`config.mk`:
```
export PLATFORM = sky130hd
export DESIGN_NAME = linear_network_gather_seq_flat
export DESIGN_NICKNAME = d
export VERILOG_FILES = /design/src/rtl/noc_pkg.sv /design/src/rtl/linear_network_gather_seq_if.sv /design/src/rtl/gather_2x1_rr_seq.sv /design/src/rtl/linear_network_gather_seq.sv /design/src/flat_wrapper.sv
export SDC_FILE = /design/constraint.sdc
export NUM_CORES = 1
export LEC_CHECK = 0
export ABC_AREA = 1
export BUFFER_PORTS_ARGS = -buffer_cell sky130_fd_sc_hd__buf_2
export CAP_MARGIN = 20
export CORE_ASPECT_RATIO = 0.8
export CORE_MARGIN = 2
export CORE_UTILIZATION = 45
export CTS_BUF_LIST = sky130_fd_sc_hd__clkbuf_16
export DETAILED_ROUTE_END_ITERATION = 16
export GPL_TIMING_DRIVEN = 1
export PLACE_DENSITY = 0.71
export SLEW_MARGIN = 20
export SYNTH_ARGS = -nofsm -noshare
export SYNTH_HDL_FRONTEND = slang
export SYNTH_SLANG_ARGS = --single-unit
```
`constraint.sdc`:
```
create_clock -name clk -period 1.63 [get_ports clk]
set_input_delay 0.0815 -clock clk [delete_from_list [all_inputs] [get_ports clk]]
set_output_delay 0.0815 -clock clk [all_outputs]
set_load 0.005 [all_outputs]
```
`src/rtl/noc_pkg.sv`:
```
// Shared helpers for the gather network: source-id width derivation.
package noc_pkg;

  // Source-id width for a given node count; never narrower than one bit.
  function automatic int unsigned id_width(input int unsigned num_node);
    return (num_node > 1) ? $clog2(num_node) : 1;
  endfunction

endpackage

```
`src/rtl/linear_network_gather_seq_if.sv`:
```
// Producer-side and consumer-side signals of the gather network.
interface linear_network_gather_seq_if
  import noc_pkg::*;
#(
  parameter int unsigned DATA_WIDTH = 32,
  parameter int unsigned NUM_NODE   = 4
);
  localparam int unsigned ID_WIDTH = id_width(NUM_NODE);

  logic                           i_en;
  logic [NUM_NODE-1:0]            i_valid;
  logic [NUM_NODE*DATA_WIDTH-1:0] i_data_bus;
  logic [NUM_NODE-1:0]            o_ready;
  logic                           o_valid;
  logic [DATA_WIDTH-1:0]          o_data_bus;
  logic [ID_WIDTH-1:0]            o_src_id;
  logic                           i_ready;

  modport master (
    output i_en, i_valid, i_data_bus, i_ready,
    input  o_ready, o_valid, o_data_bus, o_src_id
  );

  modport slave (
    input  i_en, i_valid, i_data_bus, i_ready,
    output o_ready, o_valid, o_data_bus, o_src_id
  );
endinterface

```
`src/rtl/gather_2x1_rr_seq.sv`:
```
// One registered 2:1 merge stage: upstream flit vs local node, round-robin on contention.
module gather_2x1_rr_seq #(
  parameter int unsigned DATA_WIDTH = 32,
  parameter int unsigned ID_WIDTH   = 2,
  parameter int unsigned STAGE_ID   = 0
) (
  input  logic                  clk_i,
  input  logic                  rst_ni,
  input  logic                  en_i,
  input  logic                  up_valid_i,
  input  logic [DATA_WIDTH-1:0] up_data_i,
  input  logic [ID_WIDTH-1:0]   up_src_i,
  input  logic                  loc_valid_i,
  input  logic [DATA_WIDTH-1:0] loc_data_i,
  input  logic                  dn_take_i,
  output logic                  valid_o,
  output logic [DATA_WIDTH-1:0] data_o,
  output logic [ID_WIDTH-1:0]   src_o,
  output logic                  loc_ready_o,
  output logic                  up_take_o,
  output logic                  adv_o
);
  typedef struct packed {
    logic [DATA_WIDTH-1:0] data;
    logic [ID_WIDTH-1:0]   src_id;
  } flit_t;

  logic  valid_q, valid_d;
  logic  rr_q, rr_d;
  flit_t flit_q, flit_d;
  logic  step;
  logic  loc_take;

  // Stage may reload when empty or when downstream pulls its flit this cycle.
  assign adv_o       = !valid_q || dn_take_i;
  assign step        = en_i && adv_o;
  assign up_take_o   = step && up_valid_i && !(loc_valid_i && rr_q);
  assign loc_ready_o = step && !(up_valid_i && !rr_q);
  assign loc_take    = loc_ready_o && loc_valid_i;

  // Next-state: pick upstream or local flit, or load an empty bubble.
  always_comb begin
    valid_d = valid_q;
    flit_d  = flit_q;
    rr_d    = rr_q;
    if (step) begin
      valid_d = up_take_o || loc_take;
      if (up_take_o) begin
        flit_d = '{data: up_data_i, src_id: up_src_i};
      end else if (loc_take) begin
        flit_d = '{data: loc_data_i, src_id: ID_WIDTH'(STAGE_ID)};
      end else begin
        flit_d = '0;
      end
      if (up_valid_i && loc_valid_i) begin
        rr_d = !rr_q;
      end
    end
  end

  // Stage registers with synchronous active-low clear.
  always_ff @(posedge clk_i) begin
    if (!rst_ni) begin
      valid_q <= 1'b0;
      flit_q  <= '0;
      rr_q    <= 1'b0;
    end else begin
      valid_q <= valid_d;
      flit_q  <= flit_d;
      rr_q    <= rr_d;
    end
  end

  assign valid_o = valid_q;
  assign data_o  = flit_q.data;
  assign src_o   = flit_q.src_id;
endmodule

```
`src/rtl/linear_network_gather_seq.sv`:
```
// Linear gather chain: node k enters at stage k, stage 0 drives the network output.
module linear_network_gather_seq
  import noc_pkg::*;
#(
  parameter int unsigned DATA_WIDTH = 32,
  parameter int unsigned NUM_NODE   = 4
) (
  input logic                        clk,
  input logic                        rst_n,
  linear_network_gather_seq_if.slave bus
);
  localparam int unsigned ID_WIDTH = id_width(NUM_NODE);

  logic                  stage_valid [NUM_NODE];
  logic [DATA_WIDTH-1:0] stage_data  [NUM_NODE];
  logic [ID_WIDTH-1:0]   stage_src   [NUM_NODE];

  for (genvar k = 0; k < NUM_NODE; k++) begin : g_stage
    logic                  up_valid;
    logic [DATA_WIDTH-1:0] up_data;
    logic [ID_WIDTH-1:0]   up_src;
    logic                  dn_take;
    logic                  take;
    logic                  adv;
    logic                  loc_ready;

    // Farthest stage has no upstream traffic.
    if (k == NUM_NODE - 1) begin : g_tail
      assign up_valid = 1'b0;
      assign up_data  = '0;
      assign up_src   = '0;
    end else begin : g_body
      assign up_valid = stage_valid[k+1];
      assign up_data  = stage_data[k+1];
      assign up_src   = stage_src[k+1];
    end

    // Stage 0 is pulled by the consumer, every other stage by its downstream neighbour.
    if (k == 0) begin : g_head
      assign dn_take = bus.i_ready;
    end else begin : g_link
      assign dn_take = g_stage[k-1].take;
    end

    gather_2x1_rr_seq #(
      .DATA_WIDTH(DATA_WIDTH),
      .ID_WIDTH  (ID_WIDTH),
      .STAGE_ID  (k)
    ) u_stage (
      .clk_i      (clk),
      .rst_ni     (rst_n),
      .en_i       (bus.i_en),
      .up_valid_i (up_valid),
      .up_data_i  (up_data),
      .up_src_i   (up_src),
      .loc_valid_i(bus.i_valid[k]),
      .loc_data_i (bus.i_data_bus[k*DATA_WIDTH +: DATA_WIDTH]),
      .dn_take_i  (dn_take),
      .valid_o    (stage_valid[k]),
      .data_o     (stage_data[k]),
      .src_o      (stage_src[k]),
      .loc_ready_o(loc_ready),
      .up_take_o  (take),
      .adv_o      (adv)
    );

    assign bus.o_ready[k] = loc_ready;

    // A stage that cannot advance must accept nothing from either side.
    a_no_accept_when_stalled : assert property (
      @(posedge clk) disable iff (!rst_n) !adv |-> !(loc_ready || take)
    );
  end

  assign bus.o_valid    = stage_valid[0];
  assign bus.o_data_bus = stage_data[0];
  assign bus.o_src_id   = stage_src[0];
endmodule
```
`src/flat_wrapper.sv`:
```
// flat-port wrapper written by rule: the top's interface ports become plain ports
module linear_network_gather_seq_flat import noc_pkg::*;
#(
  parameter int unsigned DATA_WIDTH = 32,
  parameter int unsigned NUM_NODE   = 4
)
  (clk, rst_n, bus_i_en, bus_i_valid, bus_i_data_bus, bus_i_ready, bus_o_ready, bus_o_valid, bus_o_data_bus, bus_o_src_id);
  linear_network_gather_seq_if #(.DATA_WIDTH(DATA_WIDTH), .NUM_NODE(NUM_NODE)) bus_i ();
  input logic clk;
  input logic rst_n;
  input wire logic [$bits(bus_i.i_en)-1:0] bus_i_en;
  input wire logic [$bits(bus_i.i_valid)-1:0] bus_i_valid;
  input wire logic [$bits(bus_i.i_data_bus)-1:0] bus_i_data_bus;
  input wire logic [$bits(bus_i.i_ready)-1:0] bus_i_ready;
  output wire logic [$bits(bus_i.o_ready)-1:0] bus_o_ready;
  output wire logic [$bits(bus_i.o_valid)-1:0] bus_o_valid;
  output wire logic [$bits(bus_i.o_data_bus)-1:0] bus_o_data_bus;
  output wire logic [$bits(bus_i.o_src_id)-1:0] bus_o_src_id;
  assign bus_i.i_en = bus_i_en;
  assign bus_i.i_valid = bus_i_valid;
  assign bus_i.i_data_bus = bus_i_data_bus;
  assign bus_i.i_ready = bus_i_ready;
  assign bus_o_ready = bus_i.o_ready;
  assign bus_o_valid = bus_i.o_valid;
  assign bus_o_data_bus = bus_i.o_data_bus;
  assign bus_o_src_id = bus_i.o_src_id;
  linear_network_gather_seq #(.DATA_WIDTH(DATA_WIDTH), .NUM_NODE(NUM_NODE)) u_core (.clk(clk), .rst_n(rst_n), .bus(bus_i));
endmodule
```
==> impl_metrics.csv, run 1 <==
group,metric,value,unit
place,preCtsSetupSlack,-0.1257,ns
worst_hold_path,worstHoldPathCells,3,
critical_path,cp-end-kind,"flip-flop",
critical_path,startpoint,"u_core.g_stage[0].u_stage.valid_o",
yosys,yosysTopAreaCellShare,0.4725,
yosys,async_reset_ff_frac,0,
layout,diodes,0,
sta,fmax,503.8,MHz
yosys,synth_seq_cells,141,
floorplanning,rows,37,
yosys,avgSynthCellArea,7.233,sq um
grt,grt_pass1_wl,32130,um
drt,drt_first_pass_iters,6,
sta,finalCritPeriodShare,1.218,
drt,routed_wl,22560,um
layout,drive_gt1_frac,0.3484,
sta,finalSetupViolations,73,
drt,drt_iter0_drc,597,
place,post_dp_cell_area,0.007214,sq mm
yosys,synth_top_area_cell,"dfxtp_1",
drt,ant_nets,0,
critical_path,path_max_fanout,12,
drt,via_count,6891,
floorplanning,pin_count,175,
place,io_buffers,174,
sta,worst_slew_pin_slew,0.5944,ns
power_and_ir_drop,ir_worst_vdd,0.7559,mV
yosys,synth_edf_count,0,
critical_path,startpoint_type,"flip-flop",
clock_network,cts_buffers,17,
grt,grt_overflow,0,
critical_path,required,1.94,ns
run,cap_violations,0,
layout,final_area,0.009927,sq mm
sta,rsz0062_at_grt,"yes",
yosys,syn-num-nets,962,
power_and_ir_drop,p_leak,4.262,nW
critical_path,r2r_setup_slack,-0.35,ns
clock_network,cts_tree,"done",
sta,hold_violations,0,
critical_path,reg2reg_depth,11,
yosys,ys_warn_count,0,
yosys,synthTopCellsByArea,"dfxtp_1 47%, nand2_1 15%, nor2_1 6.3%, a21oi_1 6.0%, a22oi_1 4.3%",
grt,antenna_found_initial,0,
grt,track_usage,0.2831,
floorplanning,coreArea,0.01292,sq mm
clock_network,cts_buffer_depth,2,
sta,slew_headroom,0.6037,
yosys,synth_ff_type,"dfxtp_1",
sta,clock_skew,0.01091,ns
floorplanning,start_util,0.4626,
layout,nNetsFinal,1254,
power_and_ir_drop,total_power,9.351,mW
critical_path,reg2reg_to,"u_core.g_stage[3].u_stage.data_o[11]",
critical_path,critical_path_class,"reg2reg",
sta,fin_crit,1.985,ns
run_status,status,"finished with violations",
worst_hold_path,holdPathEnd,"u_core.g_stage[1].u_stage.data_o[0]",
worst_hold_path,hold_path.class,"in2reg",
drt,avgViaCountPerCell,5.276,
critical_path,crit_buf_inv,2,
worst_hold_path,hp-start,"bus_i_data_bus[32]",
critical_path,reg2reg_from,"u_core.g_stage[0].u_stage.valid_o",
clock_network,cts-root-buf,"clkbuf_16",
yosys,synth.most_common_cell,"nand2_1",
critical_path,critical_path.top_delay_family,"compound AO/OA/AOI/OAI gates",
yosys,ys_seq_area_frac,0.4725,
sta,holdWs,0.0009712,ns
floorplanning,die_x,132.8,um
yosys,syn_area,0.005974,sq mm
clock_network,cts-htree-levels,4,
run_status,violations,"negative setup slack",
power_and_ir_drop,p_per_area,942.0,mW/mm^2
grt,grt_pass1_vias,6239,
clock_network,clk_pin_slew,0.06,ns
critical_path,crit_path_max_incr_delay,0.32,ns
drt,remaining_drc_errors,0,
place,place_hpwl,11940,um
critical_path,arrival,2.30,ns
clock_network,clkLatencyLatePin,0.42,ns
grt,grt_max_degree,41,
critical_path,cpMaxStageDelayCell,"dfxtp_2",
layout,fillers,850,
drt,wl_per_cell,17.27,um
floorplanning,die_h,107.1,um
sta,drv_slew,0,
layout,area_growth,66.16,%
yosys,synth_cell_types,24,
clock_network,cts_sinks,141,
yosys,synthCells,826,
critical_path,cp_cell_sequence,"nand2_2 > nand2_4 > o21bai_4 > nand2_4 > o21bai_4 > nand2_4 > o21bai_4 > buf_8 > clkbuf_16 > nand4_1 > a21oi_1",
sta,setup_slack,-0.3548,ns
floorplanning,dieArea,0.01422,sq mm
place,gp_congestion,0.7892,
yosys,synth_common_cells,"238 x nand2_1, 141 x dfxtp_1, 100 x nor2_1, 72 x a21oi_1, 53 x inv_1",
-- cell type report --
type / instances / area, sq um / area share
multi-input cells: 566 / 3186 / 0.3209
repair buffers: 334 / 2860 / 0.2881
flip-flops and latches: 141 / 2826 / 0.2847
clock buffers: 17 / 425.4 / 0.04285
inverters: 58 / 236.5 / 0.02382
well taps: 175 / 219.0 / 0.02206
clock inverters: 15 / 173.9 / 0.01752
-- worst reg2reg max path: cells and delay by family (launching register included) --
kind | cells | cell delay (ns)
and+or+nand+nor | 5 | 0.41
AOI/OAI and AO/OA | 4 | 0.78
buffers and inverters | 2 | 0.36
DFF | 1 | 0.32
-- routing by layer --
metal	share of wire	global-route usage	routed length [um]
met1	0.43	0.3942	9697
met2	0.47	0.4523	10590
met3	0.076	0.05012	1720
met4	0.024	0.08065	548
met5	0	0	0
-- repair_timing --
action | 4_1_cts | 5_1_grt
hold buffers | 96 | 0
pin swaps | 11 | 32
setup endpoints to repair | 84 | 106
endpoints found under the hold margin | 96 | 0
gates resized for setup | 65 | 111
cloned | 9 | 11
buffers inserted | 14 | 4
-- report_power, final --
group | total [mW] | switching, mW | internal, mW
logic | 1.65 | 0.828 | 0.827
clock network | 3.93 | 1.53 | 2.40
registers | 3.77 | 0.132 | 3.63
total | 9.35 | 2.49 | 6.86
-- worst max-delay path by stage --
| stage | end | depth (start not counted) |
|---|---|---|
| 6_report | u_core.g_stage[3].u_stage.data_o[11] | 11 |
| 2_1_floorplan | u_core.g_stage[3].u_stage.data_o[3] | 10 |
| 3_3_place_gp | u_core.g_stage[3].u_stage.data_o[31] | 10 |
| 4_1_cts | bus_o_ready[3] | 10 |
| 5_1_grt | u_core.g_stage[3].u_stage.data_o[11] | 11 |
| 3_5_place_dp | u_core.g_stage[3].u_stage.data_o[29] | 10 |
-- stage by stage --
step	setup TNS (ns)	cells	util
finish	-11.45	1306	0.7686
global route	-18.86	1306	0.7686
CTS	-9.136	1294	0.7230
detailed placement	-3.478	1144	0.5586
global placement	-2.229	1144	0.5586
floorplan	-1.060	826	-
-- cell usage in the layout (no fill, tap or decap), drive strengths merged --
master / count
clkbuf: 26
bufinv: 3
clkinvlp: 4
a22oi: 34
nand3: 7
nor2: 100
a21oi: 73
nand2: 244
bufbuf: 2
dfxtp: 141
inv: 56
a31oi: 34
o21bai: 3
o21ai: 36
a211oi: 1
nor3: 1
buf: 227
o211ai: 1
clkinv: 10
nand4: 32
dlygate4sd3: 96
-- registers in the layout (all words and copies together), names as in the netlist --
register	flops
u_core.g_stage.u_stage.data_o	128
u_core.g_stage.u_stage.src_o	7
u_core.g_stage.u_stage.rr_q	3
u_core.g_stage.u_stage.valid_o	3
-- cell families after synthesis --
logic type / after synthesis / synth area share
AO/OA/AOI/OAI: 182 / 0.1835
buffers and inverters: 121 / 0.08377
flip-flops: 141 / 0.4725
AND/OR/NAND/NOR: 382 / 0.2603
No activity file was read; power rests on OpenSTA's default activity.
==> run 2, diff against run 1 <==
ABC_AREA = 0   (was 1)
==> run 2 against run 1 <==
The run now ends clean. Largest cell class is now registers. Sequential power increased by 1%. Highest routed layer unchanged. Largest power group unchanged. Fmax increased by 24%. Clock-buffer cell count unchanged. Critical endpoint is now bus_o_ready[3]. Critical path type is now reg2out.
==> impl_metrics.csv, run 2 <==
group,metric,value,unit
worst_hold_path,hold_path.class,"in2reg",
worst_hold_path,worstHoldPathCells,3,
yosys,synth_common_cells,"141 x dfxtp_1, 73 x a21oi_1, 66 x a211oi_1, 37 x nor2_1, 36 x buf_2",
floorplanning,dieArea,0.01383,sq mm
place,io_buffers,174,
run,cap_violations,0,
clock_network,cts_tree,"done",
grt,top_usage_layer,"met2",
drt,wl_per_cell,18.24,um
critical_path,reg2reg_from,"u_core.g_stage[2].u_stage.rr_q",
sta,setup_slack,0.02405,ns
critical_path,arrival,1.52,ns
sta,fmax,622.7,MHz
power_and_ir_drop,p_per_area,1095,mW/mm^2
layout,largest_reg_flops,128,
critical_path,cp-end-kind,"primary output",
floorplanning,start_util,0.4560,
yosys,syn-num-nets,720,
layout,nNetsFinal,941,
yosys,synthTopCellsByArea,"dfxtp_1 49%, a211oi_1 8.5%, a21oi_1 6.3%, a222oi_1 5.5%, a22o_1 4.8%",
clock_network,cts-root-buf,"clkbuf_16",
grt,grt.met3_usage,0.04619,
place,dpl.cell_count,885,
critical_path,critical_path_class,"reg2out",
clock_network,cts_buffer_depth,2,
yosys,avgSynthCellArea,9.941,sq um
place,place_hpwl,11620,um
floorplanning,die_x,131.0,um
sta,finalCritPeriodShare,0.9852,
yosys,synth_ff_type,"dfxtp_1",
sta,worst_slew_pin_slew,0.4475,ns
sta,fin_crit,1.606,ns
grt,grt_max_degree,45,
grt,grt_pass1_wl,27230,um
critical_path,path_max_fanout,4,
grt,antenna_found_initial,2,
drt,ant_nets,0,
yosys,synth_seq_cells,141,
layout,layout_common_cells,"174 x buf_2, 139 x dfxtp_1, 71 x a21oi_1",
power_and_ir_drop,total_power,9.106,mW
yosys,ys_seq_area_frac,0.4862,
clock_network,cts_sinks,141,
yosys,synthCells,584,
drt,avgViaCountPerCell,5.721,
place,post_dp_cell_area,0.006804,sq mm
clock_network,cts-htree-levels,4,
drt,via_count,5687,
sta,finalSetupViolations,0,
critical_path,required,1.55,ns
drt,routed_wl,18130,um
critical_path,r2r_setup_slack,0.04,ns
sta,holdWs,0.02204,ns
yosys,async_reset_ff_frac,0,
drt,drt_first_pass_iters,8,
layout,final_common_cell,"buf_2",
clock_network,clkLatencyLatePin,0.41,ns
sta,rsz0062_at_grt,"yes",
layout,stdcell_count,994,
place,gp_congestion,0.8403,
power_and_ir_drop,ir_worst_vdd,0.6562,mV
grt,grtUsageMet1,0.3638,
grt,grt_pass1_vias,5264,
floorplanning,rows,37,
drt,remaining_drc_errors,0,
grt,use_met2,0.3790,
clock_network,cts_buffers,17,
critical_path,startpoint,"u_core.g_stage[2].u_stage.rr_q",
place,preCtsSetupSlack,-0.005237,ns
yosys,syn_area,0.005806,sq mm
yosys,synth_cell_types,42,
yosys,synth_edf_count,0,
floorplanning,die_h,105.6,um
drt,drt_iter0_drc,596,
critical_path,reg2reg_to,"u_core.g_stage[3].u_stage.data_o[0]",
floorplanning,coreArea,0.01273,sq mm
grt,grt_overflow,0,
grt,track_usage,0.2526,
power_and_ir_drop,p_leak,3.423,nW
yosys,yosysTopAreaCellShare,0.4862,
critical_path,startpoint_type,"flip-flop",
floorplanning,pin_count,175,
sta,drv_slew,0,
yosys,synth.most_common_cell,"dfxtp_1",
layout,utilization,0.6534,
sta,hold_violations,0,
yosys,synth_top_area_cell,"dfxtp_1",
sta,clock_skew,0.007280,ns
layout,area_growth,43.28,%
layout,final_area,0.008318,sq mm
yosys,ys_warn_count,0,
critical_path,crit_path_end,"bus_o_ready[3]",
sta,slew_headroom,0.7017,
run_status,status,"completed",
sta,tns,0,ns
layout,drive_gt1_frac,0.3195,
clock_network,clk_pin_slew,0.06,ns
critical_path,reg2reg_depth,7,
run 2: cell count changes in the layout (fill, tap and decap cells not counted), moves of 21 or more:
cell,change
nand2_1,-201
a211oi_1,+66
a22o_1,+32
a222oi_1,+32
nor2_1,-23
a31oi_1,-34
o21ai_0,-21
nand4_1,-27
dlygate4sd3_1,-29
a32oi_1,+32
a22oi_1,+21
inv_1,-48
run 2: cell families (layout without fill, tap and decap cells):
group	count (synthesis)	in the layout	share of synthesized area
compound gates	286	286	0.3739
simple gates	74	75	0.06121
mux	2	2	0.003448
other cells	0	2	0
xor+xnor	1	1	0.001509
buf+inv	80	312	0.07371
flops	141	141	0.4862
run 2: worst min path at each step:
stage	startpoint	to	slack [ns]
finish	bus_i_valid[0]	u_core.g_stage[0].u_stage.valid_o	0.02
global route	bus_i_data_bus[77]	u_core.g_stage[2].u_stage.data_o[13]	0.08
CTS	bus_i_valid[0]	u_core.g_stage[0].u_stage.valid_o	0.004
detailed placement	bus_i_data_bus[106]	u_core.g_stage[3].u_stage.data_o[10]	0.29
global placement	bus_i_data_bus[109]	u_core.g_stage[3].u_stage.data_o[13]	0.29
floorplan	bus_i_data_bus[106]	u_core.g_stage[3].u_stage.data_o[10]	0.21
run 2: what timing repair did:
action | in CTS | in global routing
buffers inserted | 1 | 3
hold buffers | 67 | 0
hold endpoints to repair | 68 | 0
resized for setup | 5 | 8
setup endpoints to repair | 7 | 25
gates cloned | 3 | 2
pin swaps | 1 | 5
run 2: metal layers:
metal | part of all wire | vias up | wire length [um]
li1 | - | 2761 | -
met1 | 0.46 | 2659 | 8330
met2 | 0.46 | 246 | 8262
met3 | 0.070 | 21 | 1274
met4 | 0.015 | 0 | 264
met5 | 0 | - | 0
run 2: worst max-delay path: stages (launching register included):
cell,delay [ns]
dfxtp_1,0.33
buf_4,0.16
a21o_1,0.18
a21oi_4,0.22
a21o_1,0.11
buf_2,0.12
run 2: power breakdown:
group	switching, mW	internal (mW)	total, mW
Clock	1.43	2.68	4.11
Combinational	0.581	0.607	1.19
Sequential	0.142	3.66	3.81
Total	2.15	6.95	9.11
run 2: area by class of cell:
cell class	count	area, sq um
antenna	2	5.005
clock buffer	17	425.4
clock inverter	14	201.4
fill	1022	4413
inverter	4	16.27
multi-input combinational	364	2601
sequential	141	2825
tap	175	219.0
timing repair buffer	277	2024
